`config.mk`:
```
export PLATFORM = sky130hd
export DESIGN_NAME = mem_arbiter
export DESIGN_NICKNAME = d
export VERILOG_FILES = /design/src/rtl/mem_arb_pkg.sv /design/src/rtl/mem_arb_pick.sv /design/src/rtl/mem_arbiter.sv
export SDC_FILE = /design/constraint.sdc
export NUM_CORES = 1
export LEC_CHECK = 0
export ABC_AREA = 1
export BUFFER_PORTS_ARGS = -buffer_cell sky130_fd_sc_hd__buf_2
export CAP_MARGIN = 20
export CORE_AREA = 4 4 286 288
export DETAILED_ROUTE_END_ITERATION = 8
export DIE_AREA = 0 0 290 292
export GPL_TIMING_DRIVEN = 0
export PLACE_DENSITY = 0.45
export SLEW_MARGIN = 20
export SYNTH_ARGS = -nofsm -noshare
export SYNTH_HDL_FRONTEND = slang
export SYNTH_SLANG_ARGS = --single-unit
export TNS_END_PERCENT = 30
```
`constraint.sdc`:
```
create_clock -name clock -period 15 [get_ports clock]
set_input_delay 3 -clock clock [delete_from_list [all_inputs] [get_ports clock]]
set_output_delay 3 -clock clock [all_outputs]
set_load 0.01 [all_outputs]
```
`src/rtl/mem_arb_pkg.sv`:
```
// Shared types for the instruction/data memory arbiter: FSM states, requester ids
// and the default memory line width.
package mem_arb_pkg;

    localparam int MEM_ARB_LINE_WIDTH = 128;

    typedef enum logic [1:0] {
        IDLE  = 2'd0,
        ISSUE = 2'd1,
        WAIT  = 2'd2,
        RESP  = 2'd3
    } arb_state_e;

    typedef enum logic {
        REQ_I = 1'b0,
        REQ_D = 1'b1
    } req_id_e;

endpackage

```
`src/rtl/mem_arb_pick.sv`:
```
// Combinational winner selection between the I and D requesters.
// MEM_ARB_ROUND_ROBIN_EN selects round-robin ties; otherwise D has fixed priority.
module mem_arb_pick
    import mem_arb_pkg::*;
(
    input  logic    i_req_i,
    input  logic    d_req_i,
`ifdef MEM_ARB_ROUND_ROBIN_EN
    input  req_id_e last_i,
`endif
    output req_id_e winner_o
);

    always_comb begin
        winner_o = REQ_D;
`ifdef MEM_ARB_ROUND_ROBIN_EN
        // On a tie the side that did not win last time goes next.
        if (i_req_i && d_req_i) begin
            if (last_i == REQ_D) begin
                winner_o = REQ_I;
            end else begin
                winner_o = REQ_D;
            end
        end else if (i_req_i) begin
            winner_o = REQ_I;
        end
`else
        if (i_req_i && !d_req_i) begin
            winner_o = REQ_I;
        end
`endif
    end

endmodule

```
`src/rtl/mem_arbiter.sv`:
```
// Two-requester (I-fetch / data) arbiter onto a single line-wide memory port.
// Define MEM_ARB_ROUND_ROBIN_EN for round-robin ties instead of fixed D priority.
module mem_arbiter
    import mem_arb_pkg::*;
#(
    parameter int ADDR_WIDTH = 32,
    parameter int LINE_WIDTH = MEM_ARB_LINE_WIDTH
) (
    input  logic                  clock,
    input  logic                  reset,
    input  logic                  i_req,
    input  logic [ADDR_WIDTH-1:0] i_addr,
    output logic                  i_valid,
    output logic [LINE_WIDTH-1:0] i_rdata,
    input  logic                  d_req,
    input  logic                  d_we,
    input  logic [ADDR_WIDTH-1:0] d_addr,
    input  logic [LINE_WIDTH-1:0] d_wdata,
    output logic                  d_valid,
    output logic [LINE_WIDTH-1:0] d_rdata,
    output logic                  mem_req,
    output logic                  mem_we,
    output logic [ADDR_WIDTH-1:0] mem_addr,
    output logic [LINE_WIDTH-1:0] mem_wdata,
    input  logic                  mem_valid,
    input  logic [LINE_WIDTH-1:0] mem_rdata,
    output logic                  busy,
    output arb_state_e            dbg_state_o
);

    localparam int OFFS = $clog2(LINE_WIDTH / 8);
    localparam logic [ADDR_WIDTH-1:0] LINE_MASK = {{(ADDR_WIDTH - OFFS){1'b1}}, {OFFS{1'b0}}};

    arb_state_e            state_q, state_d;
    req_id_e               id_q;
    req_id_e               winner;
    logic [ADDR_WIDTH-1:0] addr_q;
    logic                  we_q;
    logic [LINE_WIDTH-1:0] wdata_q;
    logic [LINE_WIDTH-1:0] i_rdata_q;
    logic [LINE_WIDTH-1:0] d_rdata_q;
    logic                  grant;
    logic                  issue;

`ifdef MEM_ARB_ROUND_ROBIN_EN
    req_id_e               last_q;

    mem_arb_pick u_pick (
        .i_req_i  (i_req),
        .d_req_i  (d_req),
        .last_i   (last_q),
        .winner_o (winner)
    );
`else
    mem_arb_pick u_pick (
        .i_req_i  (i_req),
        .d_req_i  (d_req),
        .winner_o (winner)
    );
`endif

    // Requests are only sampled in IDLE; while busy, a waiting req is simply left pending.
    assign grant = (state_q == IDLE) && (i_req || d_req);
    assign issue = (state_q == ISSUE);

    always_comb begin
        state_d = state_q;
        case (state_q)
            IDLE:    if (i_req || d_req) state_d = ISSUE;
            ISSUE:   state_d = WAIT;
            WAIT:    if (mem_valid) state_d = RESP;
            RESP:    state_d = IDLE;
            default: state_d = IDLE;
        endcase
    end

    always_ff @(posedge clock or posedge reset) begin
        if (reset) begin
            state_q   <= IDLE;
            id_q      <= REQ_D;
            addr_q    <= '0;
            we_q      <= 1'b0;
            wdata_q   <= '0;
            i_rdata_q <= '0;
            d_rdata_q <= '0;
        end else begin
            state_q <= state_d;
            if (grant) begin
                id_q    <= winner;
                addr_q  <= (winner == REQ_D) ? d_addr : i_addr;
                we_q    <= (winner == REQ_D) && d_we;
                wdata_q <= (winner == REQ_D) ? d_wdata : '0;
            end
            // Writes also return a line; it lands in d_rdata like a read.
            if ((state_q == WAIT) && mem_valid) begin
                if (id_q == REQ_I) begin
                    i_rdata_q <= mem_rdata;
                end else begin
                    d_rdata_q <= mem_rdata;
                end
            end
        end
    end

`ifdef MEM_ARB_ROUND_ROBIN_EN
    always_ff @(posedge clock or posedge reset) begin
        if (reset) begin
            last_q <= REQ_D;
        end else if (grant) begin
            last_q <= winner;
        end
    end
`endif

    assign mem_req     = issue;
    assign mem_we      = issue && we_q;
    assign mem_addr    = issue ? (addr_q & LINE_MASK) : '0;
    assign mem_wdata   = issue ? wdata_q : '0;
    assign i_valid     = (state_q == RESP) && (id_q == REQ_I);
    assign d_valid     = (state_q == RESP) && (id_q == REQ_D);
    assign i_rdata     = i_rdata_q;
    assign d_rdata     = d_rdata_q;
    assign busy        = (state_q != IDLE);
    assign dbg_state_o = state_q;

endmodule

```
==> results of run 1 <==
## worst paths after layout
check                                from       endpoint  slack [ps]
min in group asynchronous           reset    d_rdata[65]        2440
max in group asynchronous           reset    wdata_q[82]       11260
max reg2reg                dbg_state_o[0]    i_rdata[31]       12450
min                          i_rdata[120]   i_rdata[120]         480
max                        dbg_state_o[1]  mem_wdata[72]        9190
min reg2reg                  i_rdata[120]   i_rdata[120]         480
## metal layers
layer | vias up | wire, microns
li1 | 8024 | -
met1 | 7763 | 28700
met2 | 513 | 37100
met3 | 133 | 6000
met4 | 20 | 2120
met5 | - | 127
## power breakdown
group	internal, mW	switching [mW]	total [mW]	leakage (nW)
clock	0.735	0.515	1.25	0.841
combinational	0.656	1.19	1.85	8.63
sequential	1.62	0.274	1.90	5.26
## cells by family after synthesis
family	count (synthesis)	share of synthesized area, %
AOI/OAI and AO/OA	387	11.1
adders and majority gates	4	0.285
buffers and inverters	484	11.1
DFF	416	59.4
other	1	0.0214
and+or+nand+nor	829	18.2
## registers in the layout, indices dropped and copies added (netlist names)
signal and flops:
d_rdata 128, i_rdata 128, wdata_q 128, addr_q 28, dbg_state_o 2, id_q 1, we_q 1
## per-stage QoR
step,cells,util [%]
finish,4014,30.9
global route,4009,30.9
CTS,4005,30.9
detailed placement,3914,28.7
global placement,3910,28.6
floorplan,2124,-
## tightest hold or removal path: cells and delay by family (launching register included)
family / cells / cell delay (ps)
flip-flops: 1 / 330
AO/OA/AOI/OAI: 1 / 60
AND/OR/NAND/NOR: 1 / 50
## cells in the final DEF, fill, tap and decap left out, types with 2 or more instances in the layout
master	instances
buf_1	2
clkbuf_1	58
dfrtp_1	415
clkinv_16	3
conb_1	4
clkinv_2	10
nand2_1	765
ha_1	4
o21ai_0	295
inv_1	349
nor2_1	3
clkbuf_16	50
buf_16	4
o21ai_1	91
buf_4	10
buf_2	810
diode_2	9
nand3_1	60
bufinv_16	3
clkbuf_8	13
## layout make-up
cell class,instances,share of cell area [%]
Clock buffer,73,6.01
Sequential cell,416,42.7
Antenna cell,9,0.0923
Inverter,350,5.41
Buffer,134,2.59
Timing Repair Buffer,740,15.5
Tap cell,1050,5.38
Multi-Input combinational cell,1224,21.3
Clock inverter,18,1.01
==> impl_metrics.toml, run 1 <==
[flow_run]
cap_violations = 0

[timing]
worstMarginPinSlew_ps = 807
fin_tns_setup_ps = 0
slew_viol_final = 0
period_minus_slack_ps = 5810
setup_ws_ps = 9190
fin_worst_skew_ps = 16.6
max_freq_mhz = 172
timing.final.crit_share_pct = 38.7
rsz0062_at_grt = "false"
final-hold-violation-count = 0
setup_viol = 0
max_slew_margin_pct = 46.2
whs_ps = 475

[cells_and_area]
drive_above_1_share_pct = 30.8
multi_input_comb_area_sq_um = 5190
final_net_count = 3246
fillers = 8719
final_area_sq_um = 24400
syn2layout_area_growth_pct = 39.1
seq_area_sq_um = 10400

[clock_tree]
clockBufferDepth = 3
clock_latency_ps = 610
numCtsBuffers = 50
cts_htree_levels = 2
holdBufCountCts = 0
tritoncts = "done"
cts_resized = 0
cts.clk_slew.worst_paths_ps = 60
cts_root_buf = "clkbuf_16"
post_cts_buffers = 0
clock-sinks = 416

[drt]
wl_microns = 74100
firstDrtPassIters = 5
vias = 16500
route.detailed.drc = 0
drt-initial-drc-count = 756
drt-wirelength-per-cell_microns = 18.5
viasPerCell = 4.10
ant_nets = 0

[setup_path]
cp.depth = 7
max_stage_delay_ps = 520
crit_fanout = 10
path_cells = "inv_1 -> ha_1 -> clkbuf_1 -> buf_2 -> nand2_1 -> inv_1 -> buf_2"
endpoint_kind = "output port"
cpMaxStageDelayCell = "clkbuf_1"
critical-path-top-delay-family = "buffers and inverters"
crit_path_start_kind = "flop"
cp_data_required_time_ps = 12000
reg2regPathDepth = 6
cp.arrival_ps = 2810
path_class = "reg2out"
critPathBufInv = 5

[placement]
post-dp-hpwl_microns = 58100
place_area_sq_um = 22700
routabilityCongestion = 0.829
io_buffers = 736
place_ws_ps = 9740

[global_routing]
top_usage_layer = "met2"
grtUsageMet1_pct = 19.2
grt_pass1_wl_microns = 110000
grt-ovfl-total = 0
first_global_vias = 17100
antenna_found_initial = 20
grtUsageTotal_pct = 16.9
grt_use_met3_pct = 5.96
grt_use_met2_pct = 29.7
grt_max_degree = 98

[hold_path]
hp-class = "reg2reg"
min_path_cells = 2

[floorplanning]
io_pins = 749
row_count = 103
die-area_sq_um = 84700
dieWidth_microns = 290
start_util_pct = 22.2
core_sq_um = 78900
fp.dieH_microns = 292

[synthesis]
syn_inst = 2121
synth_common_cells = "765 x nand2_1, 415 x dfrtp_1, 350 x inv_1, 295 x o21ai_0, 91 x o21ai_1"
yosysTopAreaCell = "dfrtp_1"
yosysWarningCount = 0
synth.distinct_cells = 16
netlist_area_sq_um = 17500
synth_area_leaders = "dfrtp_1 59%, nand2_1 16%, o21ai_0 8.4%, inv_1 7.5%, o21ai_1 2.6%"
ys_async_sr_fraction_pct = 100
ys_seq_area_share_pct = 59.4
ys_ff_latch = 416
synth.top_cell.area_share_pct = 59.2
synth_edf_count = 0
yosysMostFrequentCell = "nand2_1"
avgSynthCellArea_sq_um = 8.27
synthFlopType = "dfrtp_1"

[power]
peakVddDrop_mv = 0.0929
leakagePower_nw = 14.7
p_per_area_nw_per_um2 = 205
totalPowerFinal_mw = 4.99

[outcome]
status = "complete, no violations"
Power figures use the tool's default switching activity.
==> run 2, diff against run 1 <==
Clock period 15 ns to 5 ns, I/O delays scaled along.
==> run 2 against run 1 <==
Compared with the run above: flip-flop and latch count is the same; register-to-register slack lost 10000 ps; critical path depth did not move; sequential power grew to 3.0 times the previous value; global-route usage is essentially flat; largest cell class unchanged; via count rose by 0.64%; critical path type unchanged; total power increased to 3.0 times the previous value; routed wire length barely moved; non-clock buffer count increased by 12; count of clock-buffer cells in the layout up 2; sequential share of layout area shrank 0.40 points.
==> impl_metrics.toml, run 2 (same netlist as run 1, synthesis figures left out) <==
[clock_tree]
numCtsBuffers = 50
post_cts_buffers = 0
cts.clk_slew.worst_paths_ps = 60
tritoncts = "done"
clock_latency_ps = 600
cts_htree_levels = 2
holdBufCountCts = 0
clockBufferDepth = 3
cts_root_buf = "clkbuf_16"
cts_resized = 0
clock-sinks = 416

[timing]
timing.final.crit_share_pct = 75.8
worstMarginPinSlew_ps = 904
setup_viol = 0
final-hold-violation-count = 0
fin_worst_skew_ps = 27.8
period_minus_slack_ps = 3790
max_freq_mhz = 264
rsz0062_at_grt = "false"
max_slew_margin_pct = 39.7
slew_viol_final = 0
setup_ws_ps = 1210

[drt]
viasPerCell = 4.11
route.detailed.drc = 0
firstDrtPassIters = 7
drt-wirelength-per-cell_microns = 18.4
vias = 16600
wl_microns = 74100
ant_nets = 0
drt-initial-drc-count = 838

[flow_run]
cap_violations = 0

[setup_path]
path_cells = "inv_1 -> ha_1 -> clkbuf_1 -> buf_2 -> nand2_1 -> inv_1 -> buf_2"
cp_data_required_time_ps = 4000
cpMaxStageDelayCell = "clkbuf_1"
cp.arrival_ps = 2790
crit_fanout = 10
crit_path_start_kind = "flop"
path_class = "reg2out"
endpoint_kind = "output port"
critical-path-top-delay-family = "buffers and inverters"
cp.depth = 7
reg2regPathDepth = 6
max_stage_delay_ps = 530
critPathBufInv = 5

[global_routing]
grtUsageTotal_pct = 16.9
grt-ovfl-total = 0
antenna_found_initial = 13
first_global_vias = 17300
grt_pass1_wl_microns = 111000
grt_max_degree = 32

[cells_and_area]
syn2layout_area_growth_pct = 40.4
mostFrequentLayoutCells = "810 x buf_2, 765 x nand2_1, 415 x dfrtp_1, 349 x inv_1, 295 x o21ai_0"
final_net_count = 3258
final_common_cell = "buf_2"
drive_above_1_share_pct = 31.1

[power]
leakagePower_nw = 14.8
p_per_area_nw_per_um2 = 612
totalPowerFinal_mw = 15.1
peakVddDrop_mv = 0.297

[hold_path]
hp-class = "reg2reg"
min_path_cells = 2

[floorplanning]
dieWidth_microns = 290
fp.dieH_microns = 292
core_sq_um = 78900
row_count = 103
io_pins = 749
die-area_sq_um = 84700
start_util_pct = 22.2

[outcome]
status = "complete, no violations"

[placement]
place_ws_ps = 1720
io_buffers = 736
post-dp-hpwl_microns = 58800
routabilityCongestion = 0.872
==> run 2: report_power, final <==
group / switching (mW) / internal, mW / leakage, nW / total [mW]
Combinational: 3.59 / 1.99 / 8.73 / 5.58
Sequential: 0.843 / 4.87 / 5.26 / 5.71
Clock: 1.55 / 2.24 / 0.846 / 3.79
Total: 5.99 / 9.09 / 14.8 / 15.1
==> run 2: cell type report <==
cell class,instances,area (sq um)
inverter,350,1320
timing repair buffer,752,4030
buffer,134,633
clock buffer,75,1500
tap,1050,1310
multi-input combinational,1224,5190
clock inverter,18,223
fill,8760,54200
antenna,8,20.0
sequential,416,10400
==> run 2: tightest hold or removal path: stages, from the launching register on <==
cell and delay, ps:
dfrtp_1 340, nand2_1 50, nand2_1 60
==> run 2: metal layers <==
| layer | wire, microns | GRT usage [%] |
|---|---|---|
| met5 | 60 | 0 |
| met4 | 1900 | 4.63 |
| met3 | 5480 | 5.04 |
| met2 | 37400 | 30.2 |
| met1 | 29200 | 19.6 |
==> run 2: final timing paths <==
check,startpoint,slack (ps),endpoint
worst max-delay path,dbg_state_o[1],1210,mem_wdata[71]
worst min-delay path,addr_q[21],480,addr_q[21]
worst max register to register,dbg_state_o[0],2500,i_rdata[52]
worst min register to register,addr_q[21],480,addr_q[21]
max in group asynchronous,reset,2780,d_rdata[16]
min in group asynchronous,reset,510,i_rdata[53]
==> run 2: metrics by stage <==
| step | setup TNS (ps) | hold WS, ps | cells | utilization, % | instance area, sq um |
|---|---|---|---|---|---|
| floorplan | -667690 | 449 | 2124 | - | 17600 |
| global placement | -1977210 | 461 | 3910 | 28.6 | 22600 |
| detailed placement | 0 | 466 | 3926 | 29.0 | 22900 |
| CTS | 0 | 482 | 4019 | 31.2 | 24600 |
| global route | 0 | 495 | 4024 | 31.2 | 24600 |
| finish | 0 | 477 | 4027 | 31.2 | 24600 |
